<file path="src/rtl/rs_issue_queue_pkg.sv">
// Shared types for the reservation-station issue queue: slot entry layout, CDB port,
// FU encodings and the wakeup helpers used on both stored and incoming entries.
package typedefs;

    localparam int unsigned RS_DEPTH = 16;
    localparam int unsigned NUM_FU   = 3;
    localparam int unsigned TAG_W    = 6;
    localparam int unsigned IDX_W    = $clog2(RS_DEPTH);
    localparam int unsigned CNT_W    = $clog2(RS_DEPTH + 1);

    localparam logic [1:0] FU_ALU0 = 2'b00;
    localparam logic [1:0] FU_ALU1 = 2'b01;
    localparam logic [1:0] FU_MEM  = 2'b10;
    localparam logic [1:0] FU_BAD  = 2'b11;

    typedef struct packed {
        logic       ALUSrc;
        logic       RegWrite;
        logic       MemRead;
        logic       MemWrite;
        logic [1:0] ALUOp;
    } controlStruct;

    typedef struct packed {
        logic [5:0]   rd;
        logic [5:0]   rs1;
        logic [5:0]   rs2;
        logic [15:0]  imm;
        controlStruct control;
    } dispatchStruct;

    typedef struct packed {
        logic          valid;
        dispatchStruct instruction;
        logic          src1rdy;
        logic          src2rdy;
        logic [1:0]    fu;
    } rsEntry;

    typedef struct packed {
        logic             valid;
        logic [TAG_W-1:0] tag;
    } cdbPort;

    // rs2 is only a register operand when ALUSrc selects it.
    function automatic rsEntry wake_entry(rsEntry e, cdbPort [NUM_FU-1:0] cdb);
        rsEntry r;
        r = e;
        for (int unsigned k = 0; k < NUM_FU; k++) begin
            if (cdb[k].valid) begin
                if (e.instruction.rs1 == cdb[k].tag) r.src1rdy = 1'b1;
                if (!e.instruction.control.ALUSrc && e.instruction.rs2 == cdb[k].tag) begin
                    r.src2rdy = 1'b1;
                end
            end
        end
        return r;
    endfunction

    function automatic rsEntry prep_entry(rsEntry e, cdbPort [NUM_FU-1:0] cdb);
        rsEntry r;
        r = wake_entry(e, cdb);
        if (e.instruction.rs1 == '0) r.src1rdy = 1'b1;
        if (e.instruction.rs2 == '0) r.src2rdy = 1'b1;
        return r;
    endfunction

endpackage

</file>
<file path="src/rtl/rs_issue_queue_if.sv">
// Dispatch, completion-broadcast, issue and status signals of the issue queue.
interface rs_issue_queue_if;
    import typedefs::*;

    rsEntry                           rsLine_a;
    rsEntry                           rsLine_b;
    logic   [NUM_FU-1:0]              cdb_valid;
    logic   [NUM_FU-1:0][TAG_W-1:0]   cdb_tag;
    logic   [NUM_FU-1:0]              fu_ready;
    logic   [NUM_FU-1:0]              issue_valid;
    rsEntry [NUM_FU-1:0]              issue_entry;
    logic                             rs_full;
    logic   [CNT_W-1:0]               rs_count;
    logic                             overflow_err;
    logic                             bad_fu_err;

    modport master (
        output rsLine_a, rsLine_b, cdb_valid, cdb_tag, fu_ready,
        input  issue_valid, issue_entry, rs_full, rs_count, overflow_err, bad_fu_err
    );

    modport slave (
        input  rsLine_a, rsLine_b, cdb_valid, cdb_tag, fu_ready,
        output issue_valid, issue_entry, rs_full, rs_count, overflow_err, bad_fu_err
    );

endinterface

</file>
<file path="src/rtl/rs_issue_queue_select.sv">
// Lowest-index picker: one-hot grant of the lowest set eligibility bit.
module rs_select
    import typedefs::*;
(
    input  logic [RS_DEPTH-1:0] eligible,
    output logic [RS_DEPTH-1:0] grant,
    output logic                found
);

    // Two's complement isolates the lowest set bit.
    always_comb begin
        grant = eligible & (~eligible + RS_DEPTH'(1));
        found = |eligible;
    end

endmodule

</file>
<file path="src/rtl/rs_issue_queue.sv">
// 16-slot reservation station: dual dispatch, CDB wakeup with same-cycle bypass,
// independent lowest-index select and registered issue for ALU0, ALU1 and MEM.
module rs_issue_queue
    import typedefs::*;
(
    input logic             clk,
    input logic             reset,
    rs_issue_queue_if.slave bus
);

    rsEntry                          slot_q [RS_DEPTH];
    rsEntry                          slot_d [RS_DEPTH];
    logic   [NUM_FU-1:0]             issue_valid_q, issue_valid_d;
    rsEntry [NUM_FU-1:0]             issue_entry_q, issue_entry_d;
    logic                            overflow_err_q, overflow_err_d;
    logic                            bad_fu_err_q, bad_fu_err_d;

    cdbPort [NUM_FU-1:0]             cdb;
    logic   [NUM_FU-1:0][RS_DEPTH-1:0] eligible;
    logic   [NUM_FU-1:0][RS_DEPTH-1:0] grant;
    logic   [NUM_FU-1:0]             found;
    logic   [RS_DEPTH-1:0]           issued;

    logic   [IDX_W-1:0]              free0_idx, free1_idx;
    logic                            free0_ok, free1_ok;
    logic   [IDX_W-1:0]              idx_a, idx_b;
    logic                            wr_a, wr_b, drop;
    rsEntry                          line_a, line_b;
    logic   [CNT_W-1:0]              count;

    always_comb begin
        for (int unsigned k = 0; k < NUM_FU; k++) begin
            cdb[k].valid = bus.cdb_valid[k];
            cdb[k].tag   = bus.cdb_tag[k];
        end
    end

    // Eligibility uses registered readiness only; wakeups land one cycle later.
    always_comb begin
        eligible = '0;
        for (int unsigned k = 0; k < NUM_FU; k++) begin
            for (int unsigned i = 0; i < RS_DEPTH; i++) begin
                eligible[k][i] = slot_q[i].valid && slot_q[i].src1rdy && slot_q[i].src2rdy &&
                                 (slot_q[i].fu == 2'(k)) && bus.fu_ready[k];
            end
        end
    end

    for (genvar k = 0; k < NUM_FU; k++) begin : g_sel
        rs_select u_sel (
            .eligible (eligible[k]),
            .grant    (grant[k]),
            .found    (found[k])
        );
    end

    always_comb begin
        issued = '0;
        for (int unsigned k = 0; k < NUM_FU; k++) begin
            issued = issued | grant[k];
        end
    end

    // Two lowest free slots, judged on start-of-cycle occupancy.
    always_comb begin
        free0_idx = '0;
        free1_idx = '0;
        free0_ok  = 1'b0;
        free1_ok  = 1'b0;
        for (int unsigned i = 0; i < RS_DEPTH; i++) begin
            if (!slot_q[i].valid) begin
                if (!free0_ok) begin
                    free0_idx = IDX_W'(i);
                    free0_ok  = 1'b1;
                end else if (!free1_ok) begin
                    free1_idx = IDX_W'(i);
                    free1_ok  = 1'b1;
                end
            end
        end
    end

    always_comb begin
        wr_a  = bus.rsLine_a.valid && free0_ok;
        idx_a = free0_idx;
        if (bus.rsLine_a.valid) begin
            wr_b  = bus.rsLine_b.valid && free1_ok;
            idx_b = free1_idx;
        end else begin
            wr_b  = bus.rsLine_b.valid && free0_ok;
            idx_b = free0_idx;
        end
        drop   = (bus.rsLine_a.valid && !wr_a) || (bus.rsLine_b.valid && !wr_b);
        line_a = prep_entry(bus.rsLine_a, cdb);
        line_b = prep_entry(bus.rsLine_b, cdb);
    end

    always_comb begin
        for (int unsigned i = 0; i < RS_DEPTH; i++) begin
            slot_d[i] = slot_q[i];
            if (slot_q[i].valid) slot_d[i] = wake_entry(slot_q[i], cdb);
            if (issued[i]) slot_d[i].valid = 1'b0;
        end
        if (wr_a) slot_d[idx_a] = line_a;
        if (wr_b) slot_d[idx_b] = line_b;
    end

    always_comb begin
        issue_valid_d = found;
        for (int unsigned k = 0; k < NUM_FU; k++) begin
            issue_entry_d[k] = issue_entry_q[k];
            for (int unsigned i = 0; i < RS_DEPTH; i++) begin
                if (grant[k][i]) issue_entry_d[k] = slot_q[i];
            end
        end
        overflow_err_d = overflow_err_q || drop;
        bad_fu_err_d   = bad_fu_err_q || (wr_a && bus.rsLine_a.fu == FU_BAD) ||
                         (wr_b && bus.rsLine_b.fu == FU_BAD);
    end

    always_ff @(posedge clk) begin
        if (reset) begin
            for (int unsigned i = 0; i < RS_DEPTH; i++) begin
                slot_q[i] <= '0;
            end
            issue_valid_q  <= '0;
            issue_entry_q  <= '0;
            overflow_err_q <= 1'b0;
            bad_fu_err_q   <= 1'b0;
        end else begin
            for (int unsigned i = 0; i < RS_DEPTH; i++) begin
                slot_q[i] <= slot_d[i];
            end
            issue_valid_q  <= issue_valid_d;
            issue_entry_q  <= issue_entry_d;
            overflow_err_q <= overflow_err_d;
            bad_fu_err_q   <= bad_fu_err_d;
        end
    end

    always_comb begin
        count = '0;
        for (int unsigned i = 0; i < RS_DEPTH; i++) begin
            count = count + CNT_W'(slot_q[i].valid);
        end
    end

    assign bus.issue_valid  = issue_valid_q;
    assign bus.issue_entry  = issue_entry_q;
    assign bus.rs_count     = count;
    assign bus.rs_full      = (count > CNT_W'(RS_DEPTH - 2));
    assign bus.overflow_err = overflow_err_q;
    assign bus.bad_fu_err   = bad_fu_err_q;

endmodule

</file>
<file path="src/flat_wrapper.sv">
// flat-port wrapper written by rule: the top's interface ports become plain ports
module rs_issue_queue_flat import typedefs::*;
  (clk, reset, bus_rsLine_a, bus_rsLine_b, bus_cdb_valid, bus_cdb_tag, bus_fu_ready, bus_issue_valid, bus_issue_entry, bus_rs_full, bus_rs_count, bus_overflow_err, bus_bad_fu_err);
  rs_issue_queue_if bus_i ();
  input logic clk;
  input logic reset;
  input wire logic [$bits(bus_i.rsLine_a)-1:0] bus_rsLine_a;
  input wire logic [$bits(bus_i.rsLine_b)-1:0] bus_rsLine_b;
  input wire logic [$bits(bus_i.cdb_valid)-1:0] bus_cdb_valid;
  input wire logic [$bits(bus_i.cdb_tag)-1:0] bus_cdb_tag;
  input wire logic [$bits(bus_i.fu_ready)-1:0] bus_fu_ready;
  output wire logic [$bits(bus_i.issue_valid)-1:0] bus_issue_valid;
  output wire logic [$bits(bus_i.issue_entry)-1:0] bus_issue_entry;
  output wire logic [$bits(bus_i.rs_full)-1:0] bus_rs_full;
  output wire logic [$bits(bus_i.rs_count)-1:0] bus_rs_count;
  output wire logic [$bits(bus_i.overflow_err)-1:0] bus_overflow_err;
  output wire logic [$bits(bus_i.bad_fu_err)-1:0] bus_bad_fu_err;
  assign bus_i.rsLine_a = bus_rsLine_a;
  assign bus_i.rsLine_b = bus_rsLine_b;
  assign bus_i.cdb_valid = bus_cdb_valid;
  assign bus_i.cdb_tag = bus_cdb_tag;
  assign bus_i.fu_ready = bus_fu_ready;
  assign bus_issue_valid = bus_i.issue_valid;
  assign bus_issue_entry = bus_i.issue_entry;
  assign bus_rs_full = bus_i.rs_full;
  assign bus_rs_count = bus_i.rs_count;
  assign bus_overflow_err = bus_i.overflow_err;
  assign bus_bad_fu_err = bus_i.bad_fu_err;
  rs_issue_queue u_core (.clk(clk), .reset(reset), .bus(bus_i));
endmodule
</file>
<file path="config.mk">
export PLATFORM = sky130hd
export DESIGN_NAME = rs_issue_queue_flat
export DESIGN_NICKNAME = d
export VERILOG_FILES = /design/src/rtl/rs_issue_queue_pkg.sv /design/src/rtl/rs_issue_queue_if.sv /design/src/rtl/rs_issue_queue_select.sv /design/src/rtl/rs_issue_queue.sv /design/src/flat_wrapper.sv
export SDC_FILE = /design/constraint.sdc
export NUM_CORES = 2
export LEC_CHECK = 0
export CAP_MARGIN = 20
export CORE_UTILIZATION = 38
export CTS_CLUSTER_DIAMETER = 50
export DETAILED_ROUTE_END_ITERATION = 10
export SLEW_MARGIN = 20
export SYNTH_ARGS = -nofsm -noshare
export SYNTH_HDL_FRONTEND = slang
export SYNTH_SLANG_ARGS = --single-unit
</file>
<file path="constraint.sdc">
create_clock -name clk -period 5.33 [get_ports clk]
set_input_delay 1.599 -clock clk [delete_from_list [all_inputs] [get_ports clk]]
set_output_delay 1.599 -clock clk [all_outputs]
set_load 0.01 [all_outputs]
</file>
==> impl_summary.txt <==
----------------------------------------------------
[Logic synthesis]
  Fraction of the mapped netlist area in simple logic gates ... 0.160
  Sequential fraction of the synthesis area ... 0.269
  Portion of synthesized cell area occupied by the leading cell type ... 0.269
  Post-synthesis mux area share ... 0.105
  Cell type contributing the most total cell area after synthesis ... sky130_fd_sc_hd__dfxtp_1
  Async S/R FF share, synth ... 0
  Dominant cell by count in the synthesized netlist ... sky130_fd_sc_hd__clkbuf_1
  Synthesis warning total ... 0
  Count of mapped cells out of synthesis ... around 8,300
  Dominant combinational cell family by area after synthesis ... compound AO/OA/AOI/OAI gates
  Most instantiated flip-flop cell in the synthesis netlist ... sky130_fd_sc_hd__dfxtp_1
  Xor and xnor fraction of the mapped netlist area ... 0.0893
  Post-synthesis compound-gate area fraction ... 0.300
  Syn Nets ... 8,425
  Number of enable flip-flop cells after synthesis ... 0
  Number of storage elements in the synthesis netlist ... 860
  Average footprint of a synthesized cell ... a little under 8 µm²
  Combined area of all synthesized cells ... 64,000 µm²
  Distinct cell type count of the synthesized netlist ... 93
  Commonest cells post-synth ... 880 x sky130_fd_sc_hd__clkbuf_1, 860 x sky130_fd_sc_hd__dfxtp_1, 769 x sky130_fd_sc_hd__nor2_1
  Fraction of the mapped netlist area in adder cells ... 0.00505
  Cell types with the largest area share after synthesis ... sky130_fd_sc_hd__dfxtp_1 27%, sky130_fd_sc_hd__mux2i_1 9.6%, sky130_fd_sc_hd__a211oi_1 6.3%

[GRT]
  Global Route Usage Sum ... 0.451
  Global route total overflow ... 0
  First-pass GRT wire length ... about 550,000 µm
  Via count of the first global-routing pass ... 71,300
  Maximum number of pins on one net before global-route repair ... 167
  Number of antenna violations at the first check in global routing ... 28

[Final layout]
  Final net count ... 8,483
  Layout overhead on the synthesized area ... 20.9%
  Ratio of cells with drive above 1 in the final layout ... 0.148
  Fill cell count ... ~17,000

[Clock tree]
  # hold bufs at CTS ... 0
  CTS H-tree depth ... 4
  Inserted Clock Buffers ... approximately 140
  Clk slew on worst S/H paths ... around 0.060 ns
  Buffer levels on the longest clock path ... 3
  Clock root buffer master ... sky130_fd_sc_hd__clkbuf_16
  Clock tree from TritonCTS ... done
  TritonCTS Sinks ... 860
  Worst-Skew Late Latency ... between 0.8 and 0.9 ns

[Placement]
  Sum of net half-perimeters after detailed placement ... 280,000 µm
  Number of buffers inserted by port buffering ... between 200 and 300
  Worst slack at placement ... -0.642 ns
  Routability Congestion ... ~1.0

[Pwr]
  Design Power ... just over 20 mW
  Pwr dens ... approximately 260 nW/µm²
  Static Leak ... between 20 and 30 nW
  VDD IR max ... 0.373 mV

[Route]
  Routed WL ... 399,000 µm
  Count of routing violations after the opening detailed-route iteration ... approximately 13,000
  Vias per cell ... 7.23
  Residual DRC ... 0
  Vias ... 77,200
  Wirelength per Cell ... 37.3 µm
  Count of nets left with antenna violations after detail routing ... 0
  Total iterations of the first detailed-routing run ... 7

[Timing]
  Highest Clock Rate ... 0.161 GHz
  Number of endpoints with negative hold slack in the final report ... 0
  Worst-case headroom to the max-slew limit ... 0.158
  Least-Margin Pin Slew ... between 1 and 1.5 ns
  Post-route fraction of the period consumed by the critical path ... 1.17
  Final min period ... 6.23 ns
  Worst Skew ... about 0.058 ns
  Setup slack after layout ... -0.895 ns
  Setup repair after global routing missed its margin ... true
  Number of max-slew violations in the final report ... 0
  Final setup violation count ... 6

[Setup path]
  Arrival time reported for the critical path endpoint ... between 4 and 5 ns
  Kind of end point of the critical path ... output port
  Req. time, crit path ... around 3.7 ns
  Worst Reg-to-Reg Cells ... 12
  WS Path Type ... register to output port
  Highest net fanout along the worst path ... 2
  Type of origin of the critical path ... register

[Floorplan]
  Row count ... 150
  Effective utilization at floorplan ... 0.383
  Floorplan die area ... ~170,000 µm²
  Core Footprint ... approximately 170,000 µm²
  Count of pins on the block boundary ... 262
  DIE HEIGHT ... roughly 400 µm
  Horizontal extent of the die ... around 400 µm

[Worst hold path]
  Number of cells on the worst hold path ... 2
  Tightest Hold Check Type ... register to register

[Outcome]
  Run status ... finished, violations left
  Violated checks ... setup timing

[Job]
  Number of max-capacitance violations reported ... 0

----------------------------------------------------
## critical path, cell delays in order (launching register included)
cell                      delay [ns]
sky130_fd_sc_hd__dfxtp_4        0.35
sky130_fd_sc_hd__inv_4          0.04
sky130_fd_sc_hd__ha_4           0.25
sky130_fd_sc_hd__inv_2          0.03
sky130_fd_sc_hd__fa_1           0.49
sky130_fd_sc_hd__fa_1           0.43
sky130_fd_sc_hd__fa_1           0.52
sky130_fd_sc_hd__fa_1           0.41
sky130_fd_sc_hd__inv_1          0.08
sky130_fd_sc_hd__fa_2           0.21
sky130_fd_sc_hd__inv_2          0.04
sky130_fd_sc_hd__fa_2           0.35
sky130_fd_sc_hd__buf_6          0.14
sky130_fd_sc_hd__xnor2_4        0.12
sky130_fd_sc_hd__a41o_1         0.24
sky130_fd_sc_hd__buf_2          0.14
## layer usage
metal  vias to the layer above  wire, µm  part of all wire  track usage
met4                        34     39900              0.10        0.369
met5                         -       241           0.00060            0
met2                      6450    167000              0.42        0.667
met1                     37600    144000              0.36        0.547
met3                      1779     47700              0.12        0.120
li1                      31300         -                 -            -
## where the power goes
group / switching, mW / internal (mW) / leakage (nW) / total [mW]
sequential: 0.418 / 6.64 / 6.95 / 7.06
clock: 3.85 / 5.73 / 2.30 / 9.58
combinational: 2.41 / 1.26 / 20.2 / 3.67
## final cells by class
cell class              count  area [µm²]  share of cell area
multi-input cells        6258       42800               0.553
flip-flops and latches    860       17200               0.223
repair buffers           1034        9550               0.123
clock buffers             166        3730              0.0483
well taps                2204        2760              0.0357
clock inverters            86        1060              0.0137
inverters                  57         216             0.00280
diodes                      9        22.5            0.000291
## timing repair
item / 4_1_cts / 5_1_grt
setup endpoints to repair: 6 / 7
setup buffers: 3 / 1
gates resized for setup: 38 / 3
gates cloned: 0 / 0
pin swaps: 11 / 8
## placed cells by master, fill, tap and decap left out, drive strengths merged, types with 49 or more instances in the layout
cell type	count
o22ai	215
clkbuf	166
a221o	83
o21a	52
clkdlybuf4s50	232
xnor2	328
nor2	772
a31oi	75
nand3	157
o221ai	94
nand2	443
o21ai	501
a221oi	149
nor3	260
buf	802
a21oi	395
o211ai	95
dfxtp	860
xor2	324
a22oi	78
nand4	162
and3	65
mux2	49
a211oi	539
inv	84
mux2i	616
o22a	62
nor4	155
## state kept, by name, summed over array words and instances (netlist names)
register,cells
u_core.bus.issue_entry,135
u_core.bus.issue_valid,3
u_core.slot_q,720
u_core.bus.overflow_err,1
u_core.bus.bad_fu_err,1
## cells by family (layout without fill, tap and decap cells)
logic type                 Yosys count  after routing
muxes                              665            665
DFF                                860            860
and+or+nand+nor                   2178           2178
xor gates and xnor gates           652            652
other                                0              9
AOI/OAI and AO/OA                 2743           2743
buffers and inverters             1172           1343
adders and majority gates           20             20
## final timing paths
path / from / endpoint / slack, ns
max: u_core.slot_q[1][44] / bus_rs_full / -0.90
min: u_core.bus.issue_entry[128] / u_core.bus.issue_entry[128] / 0.45
max reg2reg: u_core.slot_q[1][44] / u_core.slot_q[13][44] / 0.17
min reg2reg: u_core.bus.issue_entry[128] / u_core.bus.issue_entry[128] / 0.45
## stage by stage
step / TNS, ns / std cells / hold slack (ns) / util / cell area (µm²)
after floorplan: -0.0604 / 8290 / 0.461 / - / 64000
after global placement: -2.64 / 10400 / 0.445 / 0.433 / 72400
after detailed placement: -2.76 / 10400 / 0.450 / 0.433 / 72400
after CTS: -5.45 / 10700 / 0.454 / 0.462 / 77300
after global routing: -5.08 / 10700 / 0.481 / 0.462 / 77300
final: -4.38 / 10700 / 0.455 / 0.462 / 77300
(Power assumes the default switching activity.)
